## config.mk

```make
export PLATFORM = sky130hd
export DESIGN_NAME = mem_arbiter
export DESIGN_NICKNAME = d
export VERILOG_FILES = /design/src/rtl/mem_arb_pkg.sv /design/src/rtl/mem_arb_select.sv /design/src/rtl/mem_arbiter.sv
export SDC_FILE = /design/constraint.sdc
export NUM_CORES = 1
export LEC_CHECK = 0
export ABC_AREA = 1
export ABC_CLOCK_PERIOD_IN_PS = 1460
export CAP_MARGIN = 40
export CORE_AREA = 2 2 105 107
export CTS_BUF_LIST = sky130_fd_sc_hd__clkbuf_4 sky130_fd_sc_hd__clkbuf_8
export DETAILED_ROUTE_END_ITERATION = 16
export DIE_AREA = 0 0 107 109
export HOLD_SLACK_MARGIN = 0.15
export PLACE_DENSITY = 0.71
export SYNTH_ARGS = -nofsm -noshare
export SYNTH_HDL_FRONTEND = slang
export SYNTH_SLANG_ARGS = --single-unit
```

## constraint.sdc

```tcl
create_clock -name clk -period 1.46 [get_ports clk]
set_input_delay 0.292 -clock clk [delete_from_list [all_inputs] [get_ports clk]]
set_output_delay 0.292 -clock clk [all_outputs]
set_load 0.02 [all_outputs]
```

## src/rtl/mem_arb_pkg.sv

```systemverilog
// Shared types and defaults for the fetch/data single-port RAM arbiter.
package mem_arb_pkg;

  localparam int unsigned ADDR_W_DEF     = 32;
  localparam int unsigned STARVE_MAX_DEF = 4;

  // Owner of the read whose data returns next cycle
  typedef enum logic [1:0] {
    IDLE = 2'd0,
    RD_I = 2'd1,
    RD_D = 2'd2
  } own_state_t;

  // One-hot winner of the current cycle
  typedef struct packed {
    logic d;
    logic i;
  } win_t;

endpackage

```

## src/rtl/mem_arb_select.sv

```systemverilog
// Winner selection: a lone requester always wins; under contention prefer_i decides.
module mem_arb_select
  import mem_arb_pkg::*;
(
  input  logic en,
  input  logic i_req,
  input  logic d_req,
  input  logic prefer_i,
  output win_t win_c
);

  always_comb begin
    win_c = '0;
    if (en) begin
      if (i_req && (!d_req || prefer_i)) begin
        win_c.i = 1'b1;
      end else if (d_req) begin
        win_c.d = 1'b1;
      end
    end
  end

endmodule

```

## src/rtl/mem_arbiter.sv

```systemverilog
// Fetch/data arbiter sharing one single-port synchronous RAM.
// Define MEM_ARB_ROUND_ROBIN_EN for alternating arbitration; default is data-priority with a fetch starvation guard.
module mem_arbiter
  import mem_arb_pkg::*;
#(
  parameter int unsigned ADDR_W     = ADDR_W_DEF,
  parameter int unsigned STARVE_MAX = STARVE_MAX_DEF
) (
  input  logic              clk,
  input  logic              reset,
  input  logic              i_req,
  input  logic [ADDR_W-1:0] i_addr,
  output logic              i_gnt,
  output logic              i_rvalid,
  output logic [31:0]       i_rdata,
  input  logic              d_req,
  input  logic              d_we,
  input  logic [3:0]        d_be,
  input  logic [ADDR_W-1:0] d_addr,
  input  logic [31:0]       d_wdata,
  output logic              d_gnt,
  output logic              d_rvalid,
  output logic [31:0]       d_rdata,
  output logic              mem_en,
  output logic              mem_we,
  output logic [3:0]        mem_be,
  output logic [ADDR_W-3:0] mem_addr,
  output logic [31:0]       mem_wdata,
  input  logic [31:0]       mem_rdata
);

  own_state_t state, next_state;
  win_t       win_c;
  logic       prefer_i;
  logic       unused_addr_lsb;

  // RAM is word addressed; byte offsets are carried by the byte enables
  assign unused_addr_lsb = ^{i_addr[1:0], d_addr[1:0]};

  mem_arb_select u_select (
    .en       (~reset),
    .i_req    (i_req),
    .d_req    (d_req),
    .prefer_i (prefer_i),
    .win_c    (win_c)
  );

`ifdef MEM_ARB_ROUND_ROBIN_EN
  logic last_was_i;

  // Port granted last yields the next contention cycle
  always_ff @(posedge clk) begin
    if (reset) begin
      last_was_i <= 1'b0;
    end else if (win_c.i) begin
      last_was_i <= 1'b1;
    end else if (win_c.d) begin
      last_was_i <= 1'b0;
    end
  end

  assign prefer_i = ~last_was_i;
`else
  localparam int unsigned CNT_W = (STARVE_MAX > 0) ? $clog2(STARVE_MAX + 1) : 1;

  logic [CNT_W-1:0] starve_cnt, starve_cnt_next;

  // Saturating run length of data grants taken while fetch was waiting
  always_comb begin
    starve_cnt_next = starve_cnt;
    if (!i_req || win_c.i) begin
      starve_cnt_next = '0;
    end else if (win_c.d && (starve_cnt != CNT_W'(STARVE_MAX))) begin
      starve_cnt_next = starve_cnt + CNT_W'(1);
    end
  end

  always_ff @(posedge clk) begin
    if (reset) begin
      starve_cnt <= '0;
    end else begin
      starve_cnt <= starve_cnt_next;
    end
  end

  assign prefer_i = (starve_cnt == CNT_W'(STARVE_MAX));
`endif

  always_ff @(posedge clk) begin
    if (reset) begin
      state <= IDLE;
    end else begin
      state <= next_state;
    end
  end

  // RAM command, grants, pending-owner update and read return
  always_comb begin
    next_state = IDLE;
    i_gnt      = 1'b0;
    d_gnt      = 1'b0;
    mem_en     = 1'b0;
    mem_we     = 1'b0;
    mem_be     = '0;
    mem_addr   = '0;
    mem_wdata  = '0;
    i_rvalid   = 1'b0;
    d_rvalid   = 1'b0;
    i_rdata    = '0;
    d_rdata    = '0;

    if (win_c.i) begin
      i_gnt      = 1'b1;
      mem_en     = 1'b1;
      mem_be     = 4'hF;
      mem_addr   = i_addr[ADDR_W-1:2];
      next_state = RD_I;
    end else if (win_c.d) begin
      d_gnt      = 1'b1;
      mem_en     = 1'b1;
      mem_we     = d_we;
      mem_be     = d_be;
      mem_addr   = d_addr[ADDR_W-1:2];
      mem_wdata  = d_wdata;
      next_state = d_we ? IDLE : RD_D;
    end

    // A read still owed when reset asserts is dropped
    if (!reset) begin
      if (state == RD_I) begin
        i_rvalid = 1'b1;
        i_rdata  = mem_rdata;
      end
      if (state == RD_D) begin
        d_rvalid = 1'b1;
        d_rdata  = mem_rdata;
      end
    end
  end

endmodule

```

==> impl_metrics.tcl <==
set metrics [dict create \
    outcome "finished with violations" \
    violations "negative setup slack" \
    syn_to_final_growth_pct 328.2 \
    holdBufCountCts 0 \
    netlist.top_cell.by_area "nor2_1" \
    via_per_inst 4.213 \
    reg2reg_to "state[0]$_SDFF_PP0_" \
    cpMostUsedCell "buf_6" \
    rsz0062_at_grt "yes" \
    dr.first_iter.drc_count 116 \
    slew-limit-headroom_pct 84.86 \
    overflow 0 \
    required_ns 1.17 \
    dieArea_um2 11660 \
    cts_made_buffers 3 \
    crit_fanout 6 \
    ys_types 16 \
    numPortBuffers 268 \
    final_hold_viol_count 0 \
    clockBufferDepth 2 \
    p_leak_nw 2.841 \
    utilization_pct 58.51 \
    yosys.area.top_type_share_pct 26.42 \
    vias 3227 \
    fmax_mhz 575.2 \
    worst_pin_slew_ns 0.2267 \
    die_w_um 107 \
    crit_family "buffers and inverters" \
    whs_path_depth 2 \
    drt_pre_antenna_iters 6 \
    initial_utilization_pct 13.67 \
    hp-start "starve_cnt[0]$_SDFFE_PP0P_" \
    start_kind "flop" \
    crit_cells 8 \
    synthCells 317 \
    path_cells "inv_2 > ha_4 > nand3_4 > nand2_8 > buf_6 > buf_6 > nor2_4 > buf_6" \
    boundaryPins 273 \
    p_per_area_nw_per_um2 301.6 \
    power_mw 1.871 \
    grt_first_pass_wirelength_um 15070 \
    synth_warnings 0 \
    arrival_ns 1.45 \
    gp_congestion 0.7565 \
    placed_cell_area_um2 4532 \
    layout-drive-gt1-share_pct 58.31 \
    synth-seq-area-share_pct 6.908 \
    first_global_vias 3129 \
    fin_crit_sh_pct 119.1 \
    worst_slack_ns -0.2787 \
    drc 0 \
    netlist_top_cells_area "nor2_1, nand3_1, inv_1" \
    drt-total-wl_um 11550 \
    regArea_um2 105.1 \
    cts_sinks 5 \
    die_h_um 109 \
    period_needed_ns 1.739 \
    holdPathEnd "starve_cnt[0]$_SDFFE_PP0P_" \
    cp_num_buf_inv 4 \
    dp_hpwl_um 7068 \
    antenna_found_initial 0 \
    synth.avg_cell_area_um2 4.571 \
    fin_skew_ns 0.001320 \
    stdcell_area_um2 6203 \
    path_clk_slew_ns 0.04 \
    slowest_stage "dfxtp_2" \
    synth-seq-cells 5 \
    multi_input_area_um2 1924 \
    root_buffer "clkbuf_8" \
    hp-class "flop to flop" \
    grt_use_total_pct 15.92 \
    cts_tree "built" \
    detail-route-antenna-nets 0 \
    regToRegSetupSlack_ns 0.27 \
    reg2regPathDepth 8 \
    slowest_delay_ns 0.32 \
    diodes 0 \
    setup_viol 126 \
    maxCapViolations 0 \
    r2r-start "starve_cnt[0]$_SDFFE_PP0P_" \
    end_kind "output port" \
    hold_ws_ns 0.4984 \
    clkLatencyLatePin_ns 0.22 \
    synth_nets 456 \
    ir_drop_v 0.0002931 \
    finalNetCount 766 \
    syn_area_um2 1449 \
    criticalPathCategory "flop to output port" \
    fill_cells 878 \
    drv_slew 0 \
    core.rowCount 38 \
    htree_levels 1 \
    core_um2 10600 \
    wl_per_cell_um 15.08 \
    grt_max_degree 25 \
]
-- worst reg2reg max path: cells and delay by family (launching register included) --
kind	cells	cell delay (ns)
flops	1	0.32
buf+inv	4	0.32
fa+ha+maj	1	0.17
simple gates	3	0.27
-- logic make-up after synthesis --
logic type	count (synthesis)	synth area share, %
fa+ha+maj	2	1.727
xor+xnor	1	0.6046
buf+inv	98	28.76
flops	5	6.909
simple gates	211	62.00
-- cells in the mapped netlist --
library cell,instances
xnor2_1,1
inv_1,76
nand3_1,66
buf_2,12
buf_6,3
nand3_2,1
dfxtp_1,5
nor2_4,1
inv_2,1
nand2_4,1
buf_4,3
ha_1,2
nand2_1,39
nor2_2,1
clkbuf_1,3
nor2_1,102
-- cell usage in the layout, fill, tap and decap left out --
cell type	Yosys	final
buf_12	0	11
buf_16	0	7
buf_2	12	1
buf_4	3	26
buf_6	3	144
buf_8	0	4
clkbuf_16	0	2
clkbuf_4	0	1
clkbuf_8	0	3
clkdlybuf4s50_1	0	129
clkinv_4	0	1
dfxtp_1	5	1
dfxtp_2	0	4
dlygate4sd2_1	0	2
ha_1	2	1
ha_4	0	1
inv_1	76	69
inv_2	1	6
inv_4	0	1
nand2_1	39	16
nand2_2	0	19
nand2_4	1	2
nand2_8	0	3
nand3_1	66	38
nand3_2	1	25
nand3_4	0	4
nor2_1	102	4
nor2_2	1	7
nor2_4	1	93
xnor2_1	1	1
-- worst max path at each step --
| stage | to | start |
|---|---|---|
| after floorplan | mem_addr[10] | starve_cnt[0]$_SDFFE_PP0P_ |
| after global placement | mem_be[3] | reset |
| after detailed placement | mem_be[2] | reset |
| after CTS | mem_wdata[9] | starve_cnt[0]$_SDFFE_PP0P_ |
| after global routing | mem_wdata[22] | starve_cnt[1]$_SDFFE_PP0P_ |
| final | mem_wdata[22] | starve_cnt[0]$_SDFFE_PP0P_ |
-- power breakdown --
| group | internal (mW) | total (mW) | leakage (nW) | switching (mW) |
|---|---|---|---|---|
| clock | 0.206 | 0.272 | 0.0262 | 0.0659 |
| sequential | 0.142 | 0.145 | 0.0424 | 0.00339 |
| combinational | 0.784 | 1.45 | 2.77 | 0.669 |
-- cell type report --
type	instances	share of cell area (%)
clock buffer	4	0.7866
inverter	77	4.780
multi-input combinational	214	31.02
sequential	5	1.694
tap	140	2.824
timing repair buffer	326	58.89
-- registers in the layout, summed over array words and instances, names as in the netlist --
name and cells:
starve_cnt 3, state 2
-- layer usage --
layer	wire [µm]	global-route usage, %	part of all wire [%]
met5	0	0	0
met4	221	2.876	1.9
met3	912	2.989	7.9
met2	6210	30.16	54
met1	4209	18.78	36
-- per-stage QoR --
stage | TNS, ns | cells | setup WS (ns)
2_1_floorplan | -3.132 | 317 | -0.09826
3_3_place_gp | -105.70 | 728 | -0.9048
3_5_place_dp | -108.07 | 728 | -0.9343
4_1_cts | -22.72 | 756 | -0.2984
5_1_grt | -27.12 | 766 | -0.3272
6_report | -20.38 | 766 | -0.2787
-- what timing repair did --
action | CTS | global route
setup endpoints to repair | 136 | 136
cloned | 9 | 2
setup buffers | 16 | 14
gates resized for setup | 850 | 239
pin swaps | 9 | 35
Power figures use the tool's default switching activity.
